## config.mk

```make
export PLATFORM = sky130hd
export DESIGN_NAME = mem_arbiter
export DESIGN_NICKNAME = d
export VERILOG_FILES = /design/src/rtl/cpu_types_pkg.sv /design/src/rtl/mem_arbiter.sv
export SDC_FILE = /design/constraint.sdc
export NUM_CORES = 1
export LEC_CHECK = 0
export ABC_AREA = 1
export ABC_CLOCK_PERIOD_IN_PS = 1300
export BUFFER_PORTS_ARGS = -buffer_cell sky130_fd_sc_hd__buf_2
export CORE_AREA = 2 2 106 108
export DETAILED_ROUTE_END_ITERATION = 12
export DIE_AREA = 0 0 108 110
export PLACE_DENSITY_LB_ADDON = 0.08
export SYNTH_ARGS = -nofsm -noshare
export SYNTH_HDL_FRONTEND = slang
export SYNTH_SLANG_ARGS = --single-unit
```

## constraint.sdc

```tcl
create_clock -name CLK -period 1.3 [get_ports CLK]
set_clock_uncertainty 0.1 [all_clocks]
set_input_delay 0.13 -clock CLK [delete_from_list [all_inputs] [get_ports CLK]]
set_output_delay 0.13 -clock CLK [all_outputs]
set_load 0.1 [all_outputs]
```

## src/rtl/cpu_types_pkg.sv

```systemverilog
// Shared CPU-side types: RAM handshake state and memory arbiter state.
package cpu_types_pkg;

   typedef enum logic [1:0] {
      FREE,
      BUSY,
      ACCESS,
      ERROR
   } ramstate_t;

   // Encoding doubles as the arbiter's owner output: 0 none, 1 icache, 2 dcache.
   typedef enum logic [1:0] {
      IDLE,
      IGRANT,
      DGRANT
   } arb_state_t;

endpackage

```

## src/rtl/mem_arbiter.sv

```systemverilog
// Shares the single RAM port between icache and dcache; dcache has priority and
// holds the port for a BURST-word block, and a waiting icache is served right after.
module mem_arbiter
   import cpu_types_pkg::*;
#(
   parameter int unsigned WORD_W = 32,
   parameter int unsigned BURST  = 2
) (
   input  logic              CLK,
   input  logic              nRST,
   input  logic              iREN,
   input  logic [WORD_W-1:0] iaddr,
   output logic              iwait,
   output logic [WORD_W-1:0] iload,
   input  logic              dREN,
   input  logic              dWEN,
   input  logic [WORD_W-1:0] daddr,
   input  logic [WORD_W-1:0] dstore,
   output logic              dwait,
   output logic [WORD_W-1:0] dload,
   output logic              ramREN,
   output logic              ramWEN,
   output logic [WORD_W-1:0] ramaddr,
   output logic [WORD_W-1:0] ramstore,
   input  logic [WORD_W-1:0] ramload,
   input  ramstate_t         ramstate,
   output logic [1:0]        owner
);

   localparam int unsigned BEAT_W = (BURST > 1) ? $clog2(BURST) : 1;
   localparam logic [BEAT_W-1:0] LAST_BEAT = BEAT_W'(BURST - 1);

   arb_state_t        state_q, state_d;
   logic [BEAT_W-1:0] beat_q, beat_d;
   logic              dreq;
   logic              ack;

   assign dreq  = dREN | dWEN;
   assign ack   = (ramstate == ACCESS);
   assign iload = ramload;
   assign dload = ramload;
   assign owner = state_q;

   always_ff @(posedge CLK or negedge nRST) begin
      if (!nRST) begin
         state_q <= IDLE;
         beat_q  <= '0;
      end else begin
         state_q <= state_d;
         beat_q  <= beat_d;
      end
   end

   always_comb begin
      state_d  = state_q;
      beat_d   = beat_q;
      ramREN   = 1'b0;
      ramWEN   = 1'b0;
      ramaddr  = '0;
      ramstore = '0;
      iwait    = 1'b1;
      dwait    = 1'b1;

      unique case (state_q)
         IDLE: begin
            if (dreq) begin
               state_d = DGRANT;
            end else if (iREN) begin
               state_d = IGRANT;
            end
         end
         DGRANT: begin
            ramaddr  = daddr;
            ramstore = dstore;
            ramWEN   = dWEN;
            ramREN   = dREN & ~dWEN;
            // An ack counts even if the request drops in the same cycle.
            if (ack) begin
               dwait = 1'b0;
               if (beat_q == LAST_BEAT) begin
                  beat_d  = '0;
                  state_d = iREN ? IGRANT : IDLE;
               end else begin
                  beat_d = beat_q + BEAT_W'(1);
               end
            end else if (!dreq) begin
               beat_d  = '0;
               state_d = IDLE;
            end
         end
         IGRANT: begin
            ramaddr = iaddr;
            ramREN  = iREN;
            if (ack) begin
               iwait   = 1'b0;
               state_d = IDLE;
            end else if (!iREN) begin
               state_d = IDLE;
            end
         end
         default: begin
            state_d = IDLE;
            beat_d  = '0;
         end
      endcase
   end

endmodule

```

==> results.json, run 1 <==
{
  "grt_pass1_vias": 2253,
  "start_util_pct": 14.3,
  "fin_crit_ns": 1.90,
  "syn_inst": 292,
  "layout.nets": 570,
  "htree_levels": 1,
  "drt_first_pass_iters": 4,
  "row_count": 38,
  "remaining_drc_errors": 0,
  "postSynthAreaPerCell_sq_um": 5.25,
  "cts_tree": "done",
  "grt.overflow.total": 0,
  "routedWlPerCell_um": 12.9,
  "cp_slowest_stage_delay_ns": 0.50,
  "violations": "negative setup slack",
  "crit_cells": 7,
  "root_buffer": "clkbuf_8",
  "final_common_cell": "buf_2",
  "area_growth_pct": 198,
  "worst_setup_path_start_kind": "register",
  "worst-path-buf-inv": 5,
  "fp.dieArea_sq_mm": 0.0119,
  "synthMuxAreaShare_pct": 0,
  "synth_xor_area_share_pct": 0,
  "hp-class": "primary input to async pin",
  "totalWireLength_mm": 7.33,
  "grt_usage_pct": 11.6,
  "layout_setup_ws_ns": -0.600,
  "grt_antenna_before_repair": 0,
  "end_kind": "output pin",
  "finalCritPeriodShare_pct": 146,
  "hold_viol": 0,
  "grt_pass1_wl_mm": 11.1,
  "critPathRequiredTime_ns": 1.07,
  "clock_path_buffers": 2,
  "dp_hpwl_mm": 5.52,
  "grt_max_degree": 23,
  "reg2reg_depth": 9,
  "vias": 2179,
  "cts_buffers": 3,
  "grt_setup_unrepaired": "true",
  "synth_fp_nets": 433,
  "clk_pin_slew_worst_paths_ns": 0.03,
  "syn-cell-area_sq_mm": 0.00153,
  "yosysSeqAreaShare_pct": 4.90,
  "drtIter0Drc": 49,
  "tns_ns": -38.87,
  "synthAdderAreaFrac_pct": 4.90,
  "max_cap_violations": 0,
  "critPathSlowestCell": "dfrtp_4",
  "fmax_mhz": 526,
  "outcome": "complete, but fails checks",
  "utilization_pct": 42.6,
  "path_delay_family": "buffers and inverters",
  "p_per_area_mw_per_mm2": 3090,
  "worst_pin_slew_ns": 0.274,
  "die_x_um": 108,
  "path_class": "register to output pin",
  "clkLatencyLatePin_ns": 0.22,
  "synth_simple_gate_area_share_pct": 31.0,
  "core-area_sq_mm": 0.0107,
  "maxSlewHeadroom_pct": 81.7,
  "critPathMaxFanout": 10,
  "gp_congestion": 0.708,
  "synth_compound_area_share_pct": 12.4,
  "ff_latch_area_sq_um": 82.6,
  "clkSinkCount": 3,
  "n_antenna_cell": 0,
  "ys_types": 14,
  "drive_gt1_share_pct": 80.4,
  "place_ws_ns": -0.442,
  "leakage_nw": 1.91,
  "final_cell_mix": "buf_2, buf_12, nand2_1, clkinvlp_4, nand2_4",
  "io_buffers": 172,
  "via_per_inst": 3.84,
  "ioPinCount": 269,
  "drv_slew": 0,
  "die_h_um": 110,
  "cp_cell_sequence": "ha_4 -> buf_12 -> buf_12 -> clkbuf_16 -> nand2_4 -> clkinvlp_4 -> buf_12",
  "ir_drop_mv": 1.32,
  "critPathMostFrequentCell": "buf_12",
  "yosysWarnings": 0,
  "synth_top_family_by_area": "buffers and inverters",
  "arrival_ns": 1.67,
  "final.fill_count": 1060,
  "multi_input_area_sq_mm": 0.00149,
  "ys_ff_latch": 3,
  "ant_nets": 0,
  "setup_violations": 73
}
==> final timing paths <==
| kind | startpoint | to | slack, ns |
|---|---|---|---|
| min in group CLK | ramload[0] | dload[0] | 0.16 |
| max in group asynchronous | nRST | owner[1] | 0.83 |
| min reg2reg | beat_q | beat_q | 0.40 |
| min | nRST | beat_q | 0.14 |
| max reg2reg | owner[1] | owner[0] | -0.34 |
| max | owner[1] | ramstore[23] | -0.60 |
==> cell type report <==
cell class                      count  area share (%)
Timing Repair Buffer              210            54.3
Clock buffer                        4           0.987
Tap cell                          140            3.84
Sequential cell                     3            1.81
Inverter                           43            6.45
Multi-Input combinational cell    168            32.6
==> metal layers <==
| metal | GRT usage [%] | up-vias | routed length (um) |
|---|---|---|---|
| li1 | - | 1075 | - |
| met1 | 12.9 | 977 | 2600 |
| met2 | 22.1 | 114 | 3940 |
| met3 | 3.29 | 13 | 709 |
| met4 | 2.38 | 0 | 85 |
| met5 | 0 | - | 0 |
==> per-stage QoR <==
stage / hold slack [ns] / std cells / power, W / area (sq um)
5_1_grt: 0.156 / 568 / 0.0147 / 4560
3_3_place_gp: -0.165 / 542 / 0.0120 / 3810
2_1_floorplan: -0.266 / 292 / 0.00907 / 2150
6_report: 0.139 / 568 / 0.0141 / 4560
4_1_cts: 0.128 / 561 / 0.0138 / 4390
3_5_place_dp: -0.166 / 542 / 0.0120 / 3810
==> kinds of logic (layout without fill, tap and decap cells) <==
kind of cell | after synthesis | after routing
flops | 3 | 3
fa+ha+maj | 6 | 6
simple gates | 125 | 125
buf+inv | 121 | 257
compound gates | 37 | 37
==> synth_stat cells, drive strengths merged <==
master	n	area share (%)
nor2	6	1.5
o21bai	2	0.98
o21ai	1	0.33
ha	6	4.9
buf	78	36
nand2	115	28
inv	43	11
a21oi	34	11
dfrtp	3	4.9
nand4	1	0.41
nand3	3	0.98
==> power by group <==
| part | internal [W] | total (W) | switching, W |
|---|---|---|---|
| clock | 0.000209 | 0.000274 | 0.0000643 |
| sequential | 0.000156 | 0.000205 | 0.0000483 |
| combinational | 0.00513 | 0.0136 | 0.00849 |
| total | 0.00549 | 0.0141 | 0.00860 |
==> sequential cells by signal, indices dropped and copies added, names as in the netlist <==
signal / count
owner: 2
beat_q: 1
==> repair_timing <==
item	CTS	global route
buffers inserted	9	8
pin swaps	33	10
endpoints found under the hold margin	3	0
setup endpoints to repair	71	73
gates resized for setup	78	35
cloned	5	1
hold buffers	1	0
(Power assumes the default switching activity.)
==> inputs of run 2 (changes only) <==
- PLACE_DENSITY: default -> 0.62
- PLACE_DENSITY_LB_ADDON: 0.08 -> default
- REMOVE_ABC_BUFFERS: default -> 1
==> run 2 against run 1 <==
Compared with the run above:
- the flow still finishes with violations (negative setup slack)
- clock-buffer cell count did not move
- register-to-register slack improved by 0.11 ns
- sequential cell count did not move
- core utilization fell by 7.3 points
- global-route usage rose by 2.9 points
- sequential share of layout area rose by 0.17 points
- design area fell by 17%
- final cell count fell by 2.1%
==> results.json, run 2 (synthesis gave the netlist of run 1 again) <==
{
  "fin_crit_ns": 1.82,
  "layout.nets": 558,
  "path_delay_family": "buffers and inverters",
  "row_count": 38,
  "hold_slack_ns": 0.157,
  "grt_pass1_vias": 2173,
  "path_class": "register to output pin",
  "dp_hpwl_mm": 7.30,
  "cp_cell_sequence": "inv_2 -> ha_4 -> clkbuf_16 -> nand2_1 -> a21oi_2 -> buf_12",
  "r2r_setup_slack_ns": -0.23,
  "reg2reg_depth": 9,
  "place_area_sq_mm": 0.00324,
  "grt_usage_pct": 14.5,
  "drtIter0Drc": 94,
  "design_area_sq_mm": 0.00378,
  "r2r-end": "owner[1]",
  "hp-class": "primary input to async pin",
  "end_kind": "output pin",
  "worst-path-buf-inv": 3,
  "n_antenna_cell": 0,
  "internal_power_w": 0.00461,
  "via_per_inst": 4.07,
  "finalCritPeriodShare_pct": 140,
  "grt.overflow.total": 0,
  "hold_viol": 0,
  "grt_antenna_before_repair": 1,
  "drt_first_pass_iters": 6,
  "largest_reg_flops": 2,
  "clkLatencyLatePin_ns": 0.22,
  "met3_usage_pct": 13.2,
  "area_growth_pct": 147,
  "setup_violations": 71,
  "worst_pin_slew_ns": 0.187,
  "critPathMaxFanout": 9,
  "ant_nets": 0,
  "drive_gt1_share_pct": 65.9,
  "p_per_area_mw_per_mm2": 3290,
  "violations": "negative setup slack",
  "critPathSlowestCell": "dfrtp_1",
  "drv_slew": 0,
  "met2_usage_pct": 22.1,
  "io_buffers": 172,
  "cts_tree": "done",
  "clk_pin_slew_worst_paths_ns": 0.03,
  "cp_slowest_stage_delay_ns": 0.38,
  "fmax_mhz": 549,
  "grt_max_degree": 22,
  "htree_levels": 1,
  "busiest_layer": "met2",
  "final_cell_mix": "nand2_1, buf_2, buf_12, inv_2, a21oi_4",
  "max_cap_violations": 0,
  "final_common_cell": "nand2_1",
  "utilization_pct": 35.4,
  "gr-usage-met1_pct": 14.4,
  "sw_frac_of_total_pct": 62.9,
  "clkSinkCount": 3,
  "clock_path_buffers": 2,
  "vias": 2263,
  "core-area_sq_mm": 0.0107,
  "maxSlewHeadroom_pct": 87.6,
  "die_h_um": 110,
  "arrival_ns": 1.59,
  "ir_drop_mv": 1.67,
  "cts_buffers": 3,
  "net-switching-power_w": 0.00784,
  "routedWlPerCell_um": 17.2,
  "die_x_um": 108,
  "fp.dieArea_sq_mm": 0.0119,
  "critPathRequiredTime_ns": 1.07,
  "grt_setup_unrepaired": "true",
  "outcome": "complete, but fails checks",
  "leakage_nw": 1.80,
  "reg2reg_from": "owner[1]",
  "clock_power_share_pct": 2.2,
  "place_ws_ns": -0.468,
  "seqPwrFrac_pct": 1.3,
  "start_util_pct": 14.3,
  "totalWireLength_mm": 9.59,
  "combPwrFrac_pct": 96.5,
  "ioPinCount": 269,
  "remaining_drc_errors": 0,
  "layout_setup_ws_ns": -0.520,
  "worst_setup_path_start_kind": "register",
  "grt_pass1_wl_mm": 12.8,
  "root_buffer": "clkbuf_8",
  "gp_congestion": 0.735
}
## run 2: cell count changes in the layout (fill, tap and decap cells not counted), moves of 2 or more
| cell | change |
|---|---|
| buf_6 | -10 |
| inv_2 | +27 |
| a21oi_4 | -14 |
| clkinvlp_4 | -34 |
| nand2_4 | -34 |
| a21oi_2 | +14 |
| inv_1 | +8 |
| dfrtp_1 | +2 |
| buf_4 | +5 |
| nand2_1 | +45 |
| ha_1 | +2 |
| nand2_2 | -10 |
| buf_12 | -6 |
| dfrtp_4 | -2 |
## run 2: timing repair
action / in CTS / in global routing
gates resized for setup: 81 / 24
cloned: 2 / 1
setup buffers: 3 / 3
endpoints found under the setup margin: 71 / 71
endpoints found under the hold margin: 3 / 0
pin swaps: 9 / 7
hold buffers: 1 / 0
## run 2: layout make-up
cell class,count,area [sq um]
Sequential cell,3,75.1
Fill cell,1120,6920
Timing Repair Buffer,198,2250
Clock buffer,4,45.0
Multi-Input combinational cell,168,1070
Inverter,43,164
Tap cell,140,175
## run 2: power groups by stage
stage               logic [W]  clock network, W  registers, W
floorplan             0.00587                 0      0.000378
detailed placement     0.0103                 0      0.000163
finish                 0.0120          0.000272      0.000163
CTS                    0.0117          0.000277      0.000161
global placement       0.0103                 0      0.000160
global route           0.0125          0.000284      0.000167
## run 2: layer usage
metal	vias to the layer above	wire (um)
met5	-	71
met4	4	87
met3	8	1910
met2	207	4140
met1	992	3380
li1	1052	-
## run 2: worst max path at each step
stage          startpoint           to  depth (start not counted)
2_1_floorplan    owner[1]   ramaddr[0]                          3
3_3_place_gp     owner[0]  ramaddr[27]                          6
3_5_place_dp     owner[0]  ramaddr[27]                          6
4_1_cts          owner[1]  ramaddr[13]                          6
5_1_grt          owner[1]  ramaddr[27]                          6
6_report         owner[0]  ramaddr[15]                          6
## run 2: through the flow
stage	TNS, ns	instances	total power, W
after global placement	-24.42	542	0.0104
after detailed placement	-26.14	542	0.0105
after global routing	-36.18	556	0.0129
after floorplan	-165.85	214	0.00625
after CTS	-32.04	552	0.0121
final	-31.99	556	0.0124
